## config.mk

```make
export PLATFORM = sky130hd
export DESIGN_NAME = lock_sequencer
export DESIGN_NICKNAME = d
export VERILOG_FILES = /design/src/rtl/lock_pkg.sv /design/src/rtl/lock_timer.sv /design/src/rtl/lock_sequencer.sv
export SDC_FILE = /design/constraint.sdc
export NUM_CORES = 1
export LEC_CHECK = 0
export BUFFER_PORTS_ARGS = -buffer_cell sky130_fd_sc_hd__buf_2
export CORE_MARGIN = 8
export CORE_UTILIZATION = 60
export DETAILED_ROUTE_END_ITERATION = 6
export PLACE_DENSITY_LB_ADDON = 0.12
export SLEW_MARGIN = 20
export SYNTH_ARGS = -nofsm -noshare
export SYNTH_HDL_FRONTEND = slang
export SYNTH_HIERARCHICAL = 1
export SYNTH_SLANG_ARGS = --single-unit
```

## constraint.sdc

```tcl
create_clock -name clk -period 5 [get_ports clk]
set_input_delay 0.75 -clock clk [delete_from_list [all_inputs] [get_ports clk]]
set_output_delay 0.75 -clock clk [all_outputs]
set_load 0.005 [all_outputs]
```

## src/rtl/lock_pkg.sv

```systemverilog
// Shared definitions for the lock sequencer: state encoding, parameter
// defaults and a small helper used to size the shared timer.
package lock_pkg;

   localparam int CODE_LEN_DEF       = 5;
   localparam int MAX_FAILS_DEF      = 3;
   localparam int LOCKOUT_CYCLES_DEF = 16;
   localparam int OPEN_CYCLES_DEF    = 8;
   localparam int TIMEOUT_CYCLES_DEF = 32;
   localparam logic [4:0] RESET_CODE_DEF = 5'b01011;

   localparam logic [2:0] ST_IDLE    = 3'd0;
   localparam logic [2:0] ST_ENTRY   = 3'd1;
   localparam logic [2:0] ST_CHECK   = 3'd2;
   localparam logic [2:0] ST_OPEN    = 3'd3;
   localparam logic [2:0] ST_FAIL    = 3'd4;
   localparam logic [2:0] ST_LOCKOUT = 3'd5;

   function automatic int max3(input int a, input int b, input int c);
      int m;
      m = (a > b) ? a : b;
      return (m > c) ? m : c;
   endfunction

endpackage

```

## src/rtl/lock_timer.sv

```systemverilog
// Loadable down-counter shared by the digit gap, OPEN hold and LOCKOUT
// timing. The count stops at zero; done is high while the count is zero.
module lock_timer #(
   parameter int WIDTH = 6
) (
   input  logic             clk,
   input  logic             rst,
   input  logic             load,
   input  logic [WIDTH-1:0] load_value,
   input  logic             tick,
   output logic             done
);

   logic [WIDTH-1:0] count;

   // Load takes precedence over counting down; the counter parks at zero.
   always_ff @(posedge clk) begin
      if (rst) begin
         count <= '0;
      end else if (load) begin
         count <= load_value;
      end else if (tick && (count != '0)) begin
         count <= count - 1'b1;
      end
   end

   assign done = (count == '0);

endmodule

```

## src/rtl/lock_sequencer.sv

```systemverilog
// Digit-entry combination lock. Digits are shifted into an entry register,
// compared against the stored code, and the result opens the lock for a
// fixed hold time or counts as a failure; repeated failures lock entry out.
module lock_sequencer
   import lock_pkg::*;
#(
   parameter int CODE_LEN       = CODE_LEN_DEF,
   parameter int MAX_FAILS      = MAX_FAILS_DEF,
   parameter int LOCKOUT_CYCLES = LOCKOUT_CYCLES_DEF,
   parameter int OPEN_CYCLES    = OPEN_CYCLES_DEF,
   parameter int TIMEOUT_CYCLES = TIMEOUT_CYCLES_DEF,
   parameter logic [CODE_LEN-1:0] RESET_CODE = CODE_LEN'(RESET_CODE_DEF)
) (
   input  logic                clk,
   input  logic                rst,
   input  logic                digit_valid,
   input  logic                digit,
   input  logic                cfg_we,
   input  logic [CODE_LEN-1:0] cfg_code,
   output logic                unlocked,
   output logic                locked_out,
   output logic [1:0]          fail_count,
   output logic [2:0]          state
);

   localparam int CNT_W   = $clog2(CODE_LEN + 1);
   localparam int TIMER_W = $clog2(max3(LOCKOUT_CYCLES, OPEN_CYCLES, TIMEOUT_CYCLES) + 1);

   // Timers are loaded with duration-1 so the state holds for exactly the duration.
   localparam logic [TIMER_W-1:0] GAP_LOAD  = TIMER_W'(TIMEOUT_CYCLES - 1);
   localparam logic [TIMER_W-1:0] OPEN_LOAD = TIMER_W'(OPEN_CYCLES - 1);
   localparam logic [TIMER_W-1:0] LOCK_LOAD = TIMER_W'(LOCKOUT_CYCLES - 1);
   localparam logic [1:0]         MAX_FC    = 2'(MAX_FAILS);
   localparam logic [CNT_W-1:0]   FULL_CNT  = CNT_W'(CODE_LEN);

   logic [2:0]          state_next;
   logic [CODE_LEN-1:0] entry, entry_next;
   logic [CNT_W-1:0]    cnt, cnt_next;
   logic [CODE_LEN-1:0] code, code_next;
   logic [1:0]          fail_next, fail_inc;
   logic                t_load, t_tick, t_done;
   logic [TIMER_W-1:0]  t_value;

   lock_timer #(
      .WIDTH(TIMER_W)
   ) u_timer (
      .clk       (clk),
      .rst       (rst),
      .load      (t_load),
      .load_value(t_value),
      .tick      (t_tick),
      .done      (t_done)
   );

   // Next-state, datapath and timer control for every state.
   always_comb begin
      state_next = state;
      entry_next = entry;
      cnt_next   = cnt;
      code_next  = code;
      fail_next  = fail_count;
      fail_inc   = (fail_count == MAX_FC) ? fail_count : fail_count + 2'd1;
      t_load     = 1'b0;
      t_value    = '0;
      t_tick     = 1'b0;
      case (state)
         ST_IDLE: begin
            if (digit_valid) begin
               entry_next = CODE_LEN'(digit);
               cnt_next   = CNT_W'(1);
               t_load     = 1'b1;
               t_value    = GAP_LOAD;
               state_next = (CODE_LEN == 1) ? ST_CHECK : ST_ENTRY;
            end
         end
         ST_ENTRY: begin
            if (cnt == FULL_CNT) begin
               state_next = ST_CHECK;
            end else if (digit_valid) begin
               entry_next = (entry << 1) | CODE_LEN'(digit);
               cnt_next   = cnt + 1'b1;
               t_load     = 1'b1;
               t_value    = GAP_LOAD;
            end else if (t_done) begin
               entry_next = '0;
               cnt_next   = '0;
               state_next = ST_FAIL;
            end else begin
               t_tick = 1'b1;
            end
         end
         ST_CHECK: begin
            cnt_next = '0;
            if (entry == code) begin
               fail_next  = '0;
               t_load     = 1'b1;
               t_value    = OPEN_LOAD;
               state_next = ST_OPEN;
            end else begin
               state_next = ST_FAIL;
            end
         end
         ST_OPEN: begin
            if (cfg_we) begin
               code_next = cfg_code;
            end
            if (t_done) begin
               state_next = ST_IDLE;
            end else begin
               t_tick = 1'b1;
            end
         end
         ST_FAIL: begin
            fail_next = fail_inc;
            if (fail_inc == MAX_FC) begin
               t_load     = 1'b1;
               t_value    = LOCK_LOAD;
               state_next = ST_LOCKOUT;
            end else begin
               state_next = ST_IDLE;
            end
         end
         ST_LOCKOUT: begin
            if (t_done) begin
               fail_next  = '0;
               state_next = ST_IDLE;
            end else begin
               t_tick = 1'b1;
            end
         end
         default: begin
            state_next = ST_IDLE;
         end
      endcase
   end

   // State and datapath registers; the flag outputs are registered from the next state.
   always_ff @(posedge clk) begin
      if (rst) begin
         state      <= ST_IDLE;
         entry      <= '0;
         cnt        <= '0;
         code       <= RESET_CODE;
         fail_count <= '0;
         unlocked   <= 1'b0;
         locked_out <= 1'b0;
      end else begin
         state      <= state_next;
         entry      <= entry_next;
         cnt        <= cnt_next;
         code       <= code_next;
         fail_count <= fail_next;
         unlocked   <= (state_next == ST_OPEN);
         locked_out <= (state_next == ST_LOCKOUT);
      end
   end

endmodule

```

==> flow_summary.yaml, run 1 <==
sta:
  fin_ws_ns: 2.310
  finalCriticalPeriod_ns: 2.690
  max_freq_mhz: 371.8
  grt_setup_unrepaired: "no"
  fin_crit_sh: 0.5380
  worstMarginPinSlew_ns: 0.6280
  relSlewSlack: 0.5807
  hold_viol: 0
  maxSlewViolCount: 0
  tns_ns: 0
  final.setup_skew_ns: 0.001507
  holdWs_ns: 0.5051
  finalSetupViolCount: 0
yosys:
  ys_seq_area_frac: 0.3427
  synthCells: 173
  avgSynthCellArea_um2: 8.780
  synth_edf_count: 0
  synth_nets: 187
  synth_cell_types: 47
  synth_area_um2: 1519
  synth-seq-cells: 26
  synth_ff_type: "dfxtp_1"
  async_flop_share: 0
  ys_warn_count: 6
layout:
  antenna_cells: 0
  syn_to_final_growth_pct: 6.178
  drive_gt1_frac: 0.1648
  mostFrequentLayoutCells: "dfxtp_1, nor2_1, buf_2"
  final_cell_count_no_fill: 212
  n_fill_cell: 216
  layout.nets: 197
  final_common_cell: "dfxtp_1"
clocking:
  postCtsSetupRepairBufs: 0
  htree_levels: 1
  cts_buffer_depth: 2
  ctsHoldBuffers: 0
  cts_tree: "yes"
  root_buffer: "clkbuf_4"
  cts_resized: 0
  insertion_delay_ns: 0.32
  clock_sinks: 26
  numCtsBuffers: 3
  clk_pin_slew_ns: 0.14
setup_path:
  cp.required_ns: 5.20
  cp-start-kind: "register"
  crit_path_cell_trace: "inv_1, ha_1, or4b_4, nor2_1, nor2b_1, nand2_1, a21oi_1, or4b_4, nor3_2, mux2i_1, a211oi_1"
  slowest_delay_ns: 0.53
  crit_buf_inv: 1
  worst_path_most_repeated_cell: "or4b_4"
  critPathSlowestCell: "or4b_4"
  cp-end-kind: "register"
  crit_arrival_ns: 2.89
  worst-path-max-fanout: 6
  crit_type: "register to register"
  crit_family: "simple AND/OR/NAND/NOR gates"
min_path:
  hp-class: "register to register"
outcome:
  status: "finished, final reports clean"
placement:
  place.gp.congestion: 0.8010
  portBuffers: 16
  place_ws_ns: 2.345
  hpwlAfterDp_mm: 2.211
  place_inst: 208
grt:
  overflow: 0
  grt_antenna_before_repair: 0
  grt_use_total: 0.1357
  grt_max_degree: 29
  grt_first_pass_wirelength_mm: 4.892
  grt_pass1_vias: 1192
power:
  power_density_nw_per_um2: 269.4
  peakVddDrop_uv: 209.5
  finalPower_uw: 434.5
  p_leak_nw: 0.6415
routing:
  wl_met3_um: 96
  wl_met2_mm: 1.581
  viasPerCell: 5.986
  routed.top_layer: "met4"
  wl_per_cell_um: 14.38
  vias: 1269
  drc: 0
  antenna_left: 0
  first_pass_iters: 4
  met1Wirelength_mm: 1.336
  routed_wl_mm: 3.049
  initialDrtViolationCount: 72
floorplanning:
  die_area_um2: 4398
  rows: 18
  start_util: 0.6245
  die_x_um: 66.32
  die_h_um: 66.32
  io-pin-count: 17
  fp.coreArea_um2: 2432
flow_run:
  cap_violations: 0
## power by group
group	switching (mW)	internal [mW]	total, mW
Clock	0.0615	0.0445	0.106
Sequential	0.0191	0.218	0.237
Combinational	0.0498	0.0415	0.0912
Total	0.130	0.304	0.434
## per-stage QoR
step	instance area (um^2)	utilization
after global routing	1613	0.6631
after CTS	1613	0.6631
after floorplan	1519	-
final	1613	0.6631
after detailed placement	1577	0.6481
after global placement	1577	0.6481
## cell type report
type	count	area (um^2)	area share
clock buffer	4	36.28	0.02250
inverter	9	33.78	0.02095
multi-input combinational	127	904.6	0.5609
sequential	26	520.5	0.3227
tap	30	37.54	0.02327
timing repair buffer	16	80.08	0.04965
## cell usage after synthesis, types with 4 or more instances
| library cell | n | area share |
|---|---|---|
| dfxtp_1 | 26 | 0.34 |
| nor3_1 | 4 | 0.013 |
| a211oi_1 | 5 | 0.025 |
| nand2b_1 | 4 | 0.016 |
| xnor2_1 | 7 | 0.040 |
| nor2_1 | 21 | 0.052 |
| mux2i_1 | 11 | 0.072 |
| inv_1 | 9 | 0.022 |
| a21oi_1 | 10 | 0.033 |
| nand2_1 | 10 | 0.025 |
| buf_2 | 6 | 0.020 |
| and2_1 | 6 | 0.025 |
| ha_1 | 4 | 0.033 |
## worst paths after layout
path | start | end | slack [ns] | cells after the start
max | u_timer/count[1] | u_timer/count[5] | 2.31 | 11
min | code[1] | code[1] | 0.51 | 1
max reg2reg | u_timer/count[1] | u_timer/count[5] | 2.31 | 11
min reg2reg | code[1] | code[1] | 0.51 | 1
## cells by family (layout without fill, tap and decap cells)
logic type      after synthesis  count (layout)  synth area share
compound gates               42              42            0.2208
xor+xnor                      7               7           0.04036
fa+ha+maj                     4               4           0.03295
buf+inv                      20              29           0.06178
flops                        26              26            0.3427
mux                          11              11           0.07249
other cells                   1               1          0.002469
simple gates                 62              62            0.2265
## layer usage
metal / up-vias / track usage
li1: 638 / -
met1: 596 / 0.1389
met2: 29 / 0.2654
met3: 6 / 0.02373
met4: 0 / 0.04533
met5: - / 0
## registers in the layout, summed over array words and instances, names as in the netlist
signal	flops
u_timer/count	6
locked_out	1
entry	5
unlocked	1
fail_count	2
cnt	3
code	5
state	3
(Power assumes the default switching activity.)
==> run 2, diff against run 1 <==
--- a/config.mk
+++ b/config.mk
@@ -5,9 +5,10 @@
 export SDC_FILE = /design/constraint.sdc
 export NUM_CORES = 1
 export LEC_CHECK = 0
+export ABC_AREA = 1
 export BUFFER_PORTS_ARGS = -buffer_cell sky130_fd_sc_hd__buf_2
 export CORE_MARGIN = 8
-export CORE_UTILIZATION = 60
+export CORE_UTILIZATION = 52
 export DETAILED_ROUTE_END_ITERATION = 6
 export PLACE_DENSITY_LB_ADDON = 0.12
 export SLEW_MARGIN = 20
==> constraint.sdc (replaced) <==
create_clock -name clk -period 2.4 [get_ports clk]
set_input_delay 0.36 -clock clk [delete_from_list [all_inputs] [get_ports clk]]
set_output_delay 0.36 -clock clk [all_outputs]
set_load 0.005 [all_outputs]
==> flow_summary.yaml, run 2 <==
sta:
  tns_ns: 0
  final.setup_skew_ns: 0.004588
  finalSetupViolCount: 0
  holdWs_ns: 0.2209
  fin_crit_sh: 0.8494
  finalCriticalPeriod_ns: 2.039
  hold_viol: 0
  max_freq_mhz: 490.5
  grt_setup_unrepaired: "no"
  fin_ws_ns: 0.3614
  maxSlewViolCount: 0
setup_path:
  cp-end-kind: "register"
  critPathSlowestCell: "dfxtp_1"
  crit_buf_inv: 3
  ff2ff_path_depth: 12
  rrSetupSlack_ns: 0.36
  crit_path_cell_trace: "ha_1, nand2_1, nand2_2, clkinv_2, nor2_4, nor2_1, inv_1, nand3_1, buf_4, a21oi_4, nand2_1, a21oi_1"
  crit_type: "register to register"
  crit_arrival_ns: 2.30
  cp-start-kind: "register"
  r2r-end: "u_timer/count[3]"
  crit_family: "simple AND/OR/NAND/NOR gates"
  worst-path-max-fanout: 11
  worst_path_most_repeated_cell: "nand2_1"
  cp.required_ns: 2.67
  slowest_delay_ns: 0.41
  r2r_start: "cnt[0]"
grt:
  grt_first_pass_wirelength_mm: 5.651
  grt_max_degree: 21
  grt_antenna_before_repair: 0
  grt_pass1_vias: 1286
  overflow: 0
  grt_use_total: 0.1354
yosys:
  synthCells: 231
  ys_top_cells_by_area: "dfxtp_1, nand2_1, a21oi_1, inv_1, nand3_1"
  synth_cell_types: 28
  async_flop_share: 0
  synth-seq-cells: 26
  yosysTopAreaCellShare: 0.3470
  synth_edf_count: 0
  ys_seq_area_frac: 0.3470
  synth_ff_type: "dfxtp_1"
  synth_area_um2: 1500
  yosysMostFrequentCell: "nand2_1"
  synthTopCellsByCount: "nand2_1, inv_1, dfxtp_1, a21oi_1, nor2_1"
  synth_top_area_cell: "dfxtp_1"
  ys_warn_count: 6
  avgSynthCellArea_um2: 6.494
  synth_nets: 245
clocking:
  postCtsSetupRepairBufs: 0
  cts_resized: 0
  clock_sinks: 26
  insertion_delay_ns: 0.33
  ctsHoldBuffers: 0
  cts_tree: "yes"
  root_buffer: "clkbuf_4"
  clk_pin_slew_ns: 0.15
  htree_levels: 1
  numCtsBuffers: 3
  cts_buffer_depth: 2
layout:
  drive_gt1_frac: 0.1833
  layout.nets: 266
  multi_input_area_um2: 834.6
  final_common_cell: "nand2_1"
  final_cell_count_no_fill: 282
  layout.area.seq_um2: 520.5
  syn_to_final_growth_pct: 11.84
  largest_register_ffs: 6
  n_fill_cell: 284
  top_regs: "u_timer/count x6, code x5, entry x5"
  mostFrequentLayoutCells: "nand2_1, inv_1, dfxtp_1"
  fin_util: 0.6084
  largest-register: "u_timer/count"
  antenna_cells: 0
power:
  seqPwrFrac: 0.476
  swShare: 0.2993
  power_frac_clock: 0.305
  combPwrFrac: 0.219
  power_density_nw_per_um2: 594.8
  p_leak_nw: 0.8033
  peakVddDrop_uv: 377.0
  p_int_uw: 699.3
  p_switching_uw: 298.7
placement:
  portBuffers: 16
  hpwlAfterDp_mm: 2.497
  place_ws_ns: 0.4069
  place_inst: 278
  place.gp.congestion: 0.8814
min_path:
  min_from: "cfg_code[0]"
  holdPathStages: 3
  whs_endpoint: "code[0]"
  hp-class: "primary input to register"
floorplanning:
  fp.coreArea_um2: 2758
  rows: 19
  die_area_um2: 4859
  io-pin-count: 17
  die_h_um: 69.71
  die_x_um: 69.71
  start_util: 0.5440
outcome:
  status: "finished, final reports clean"
routing:
  viasPerCell: 5.028
  initialDrtViolationCount: 39
  wl_per_cell_um: 11.49
  routed_wl_mm: 3.239
  vias: 1418
  drc: 0
  antenna_left: 0
  first_pass_iters: 4
flow_run:
  cap_violations: 0
run 2: worst min-delay path, delay by kind of cell:
family | cells | cell delay, ns
AND/OR/NAND/NOR | 2 | 0.09
buffers and inverters | 1 | 0.07
run 2: worst max path at each step:
stage,from,endpoint,slack (ns),cells past startpoint
finish,cnt[0],u_timer/count[3],0.36,12
detailed placement,cnt[0],u_timer/count[3],0.41,12
floorplan,u_timer/count[0],u_timer/count[2],0.56,11
global route,cnt[0],u_timer/count[4],0.11,12
global placement,state[2],u_timer/count[2],0.39,7
CTS,cnt[0],u_timer/count[3],0.37,12
run 2: per-layer routing:
| layer | wire length (um) | global-route usage |
|---|---|---|
| met5 | 0 | 0 |
| met4 | 36 | 0.04018 |
| met3 | 82 | 0.02575 |
| met2 | 1567 | 0.2346 |
| met1 | 1552 | 0.1638 |
run 2: per-stage QoR:
step / cell area, um^2 / power [mW]
after floorplan: 1500 / 0.6491
after global placement: 1625 / 0.6982
after detailed placement: 1625 / 0.7006
after CTS: 1678 / 1.008
after global routing: 1678 / 1.057
final: 1678 / 0.9980
run 2: power groups by stage:
stage	clock network, mW	logic, mW	registers [mW]
floorplan	0	0.171	0.478
global placement	0	0.215	0.483
detailed placement	0	0.217	0.484
CTS	0.313	0.220	0.474
global route	0.329	0.251	0.478
finish	0.305	0.219	0.475
run 2: area by class of cell:
cell class,count,area share
multi-input cells,167,0.4974
flip-flops and latches,26,0.3102
inverters,36,0.08128
repair buffers,18,0.05667
well taps,31,0.02312
clock inverters,1,0.01790
clock buffers,3,0.01342
run 2: kinds of logic after synthesis:
group                    count (synthesis)  synth area share
AND/OR/NAND/NOR                        122            0.3661
AO/OA/AOI/OAI                           38            0.1426
buffers and inverters                   38           0.09674
flip-flops                              26            0.3470
adder cells (fa/ha/maj)                  4           0.03336
XOR/XNOR                                 2           0.01168
other                                    1          0.002500
==> run 3, diff against run 2 <==
--- a/config.mk
+++ b/config.mk
@@ -8,7 +8,7 @@
 export ABC_AREA = 1
 export BUFFER_PORTS_ARGS = -buffer_cell sky130_fd_sc_hd__buf_2
 export CORE_MARGIN = 8
-export CORE_UTILIZATION = 52
+export CORE_UTILIZATION = 57
 export DETAILED_ROUTE_END_ITERATION = 6
 export PLACE_DENSITY_LB_ADDON = 0.12
 export SLEW_MARGIN = 20
==> constraint.sdc (replaced) <==
create_clock -name clk -period 2.11 [get_ports clk]
set_input_delay 0.3165 -clock clk [delete_from_list [all_inputs] [get_ports clk]]
set_output_delay 0.3165 -clock clk [all_outputs]
set_load 0.005 [all_outputs]
==> flow_summary.yaml, run 3 (synthesis gave the netlist of run 2 again) <==
setup_path:
  worst_path_most_repeated_cell: "inv_1"
  crit_family: "simple AND/OR/NAND/NOR gates"
  cp-end-kind: "register"
  crit_buf_inv: 4
  worst-path-stages: 12
  crit_path_cell_trace: "inv_1, ha_1, nand3_2, inv_1, inv_1, nand3_1, o21ai_0, buf_4, nand2_1, nand2_2, nand2_1, a21oi_1"
  crit_arrival_ns: 2.14
  crit_type: "register to register"
  cp-start-kind: "register"
  critPathSlowestCell: "dfxtp_1"
  worst-path-max-fanout: 6
  ff2ff_path_depth: 12
  slowest_delay_ns: 0.37
  cp.required_ns: 2.38
floorplanning:
  fp.coreArea_um2: 2477
  die_h_um: 67.30
  die_x_um: 67.30
  rows: 18
  start_util: 0.6056
  io-pin-count: 17
  die_area_um2: 4529
power:
  p_switching_uw: 332.1
  p_leak_nw: 0.8081
  peakVddDrop_uv: 473.4
  swShare: 0.2939
  combPwrFrac: 0.221
  power_frac_clock: 0.303
  seqPwrFrac: 0.476
  power_density_nw_per_um2: 670.0
  p_int_uw: 797.9
placement:
  place.gp.congestion: 0.8766
  place_inst: 278
  dpl_cell_area_um2: 1632
  portBuffers: 16
  place_ws_ns: 0.2577
  hpwlAfterDp_mm: 2.375
sta:
  fin_ws_ns: 0.2344
  finalSetupViolCount: 0
  fin_crit_sh: 0.8889
  hold_viol: 0
  finalCriticalPeriod_ns: 1.876
  tns_ns: 0
  max_freq_mhz: 533.2
  grt_setup_unrepaired: "no"
  maxSlewViolCount: 0
  final.setup_skew_ns: 0.002159
clocking:
  cts_buffer_depth: 2
  ctsHoldBuffers: 0
  insertion_delay_ns: 0.32
  root_buffer: "clkbuf_4"
  cts_tree: "yes"
  postCtsSetupRepairBufs: 0
  htree_levels: 1
  clk_pin_slew_ns: 0.14
  clock_sinks: 26
  numCtsBuffers: 3
routing:
  initialDrtViolationCount: 27
  vias: 1424
  routed_wl_mm: 3.025
  wl_per_cell_um: 10.73
  antenna_left: 0
  first_pass_iters: 4
  viasPerCell: 5.050
  drc: 0
outcome:
  status: "finished, final reports clean"
flow_run:
  cap_violations: 0
layout:
  stdcell_area_um2: 1687
  largest-register: "u_timer/count"
  n_fill_cell: 242
  antenna_cells: 0
  largest_register_ffs: 6
  mostFrequentLayoutCells: "nand2_1, inv_1, dfxtp_1"
  layout.nets: 267
  fin_util: 0.6808
  syn_to_final_growth_pct: 12.43
  drive_gt1_frac: 0.1905
  final_cell_count_no_fill: 282
  top_regs: "u_timer/count x6, code x5, entry x5"
  final_common_cell: "nand2_1"
grt:
  grt_max_degree: 21
  overflow: 0
  grt_pass1_vias: 1229
  grt_use_total: 0.1415
  grt_antenna_before_repair: 0
  grt_first_pass_wirelength_mm: 5.161
min_path:
  holdPathStages: 3
  hp-class: "primary input to register"
## run 3: changes by cell type in the layout (fill, tap and decap cells not counted)
cell,previous run,this run
nand2_1,66,65
nand2_2,5,6
buf_4,2,3
## run 3: worst paths after layout
path	from	to	slack (ns)
max	u_timer/count[0]	u_timer/count[2]	0.23
min	cfg_code[0]	code[0]	0.18
max reg2reg	u_timer/count[0]	u_timer/count[2]	0.23
min reg2reg	code[2]	code[2]	0.49
## run 3: repair_timing
| item | CTS | global route |
|---|---|---|
| endpoints found under the setup margin | 0 | 4 |
| hold endpoints to repair | 0 | 0 |
| gates resized for setup | 0 | 1 |
## run 3: stage by stage
| stage | power, mW | hold WS (ns) |
|---|---|---|
| after floorplan | 0.7383 | 0.3856 |
| after global placement | 0.7938 | 0.4611 |
| after detailed placement | 0.7958 | 0.4683 |
| after CTS | 1.139 | 0.1780 |
| after global routing | 1.199 | 0.1841 |
| final | 1.130 | 0.1842 |
## run 3: routing by layer
layer	vias up	part of all wire	GRT usage
met5	-	0	0
met2	30	0.46	0.2389
li1	769	-	-
met1	621	0.49	0.1775
met4	0	0.0083	0.04700
met3	4	0.041	0.02483
## run 3: tightest hold or removal path, stage by stage
cell and delay, ns:
buf_2 0.08, nand2_1 0.05, nand3_1 0.05
## run 3: final cells by class
class | count | area, um^2 | area share
multi-input cells | 167 | 837.1 | 0.4963
flip-flops and latches | 26 | 520.5 | 0.3086
clock inverters | 1 | 30.03 | 0.01780
clock buffers | 3 | 22.52 | 0.01335
well taps | 30 | 37.54 | 0.02226
inverters | 36 | 136.4 | 0.08086
repair buffers | 19 | 102.6 | 0.06083
## run 3: power by group through the flow
stage	sequential [mW]	combinational, mW	clock (mW)
after floorplan	0.544	0.194	0
after global routing	0.542	0.288	0.370
after detailed placement	0.549	0.247	0
after global placement	0.548	0.245	0
after CTS	0.538	0.249	0.352
final	0.538	0.250	0.342
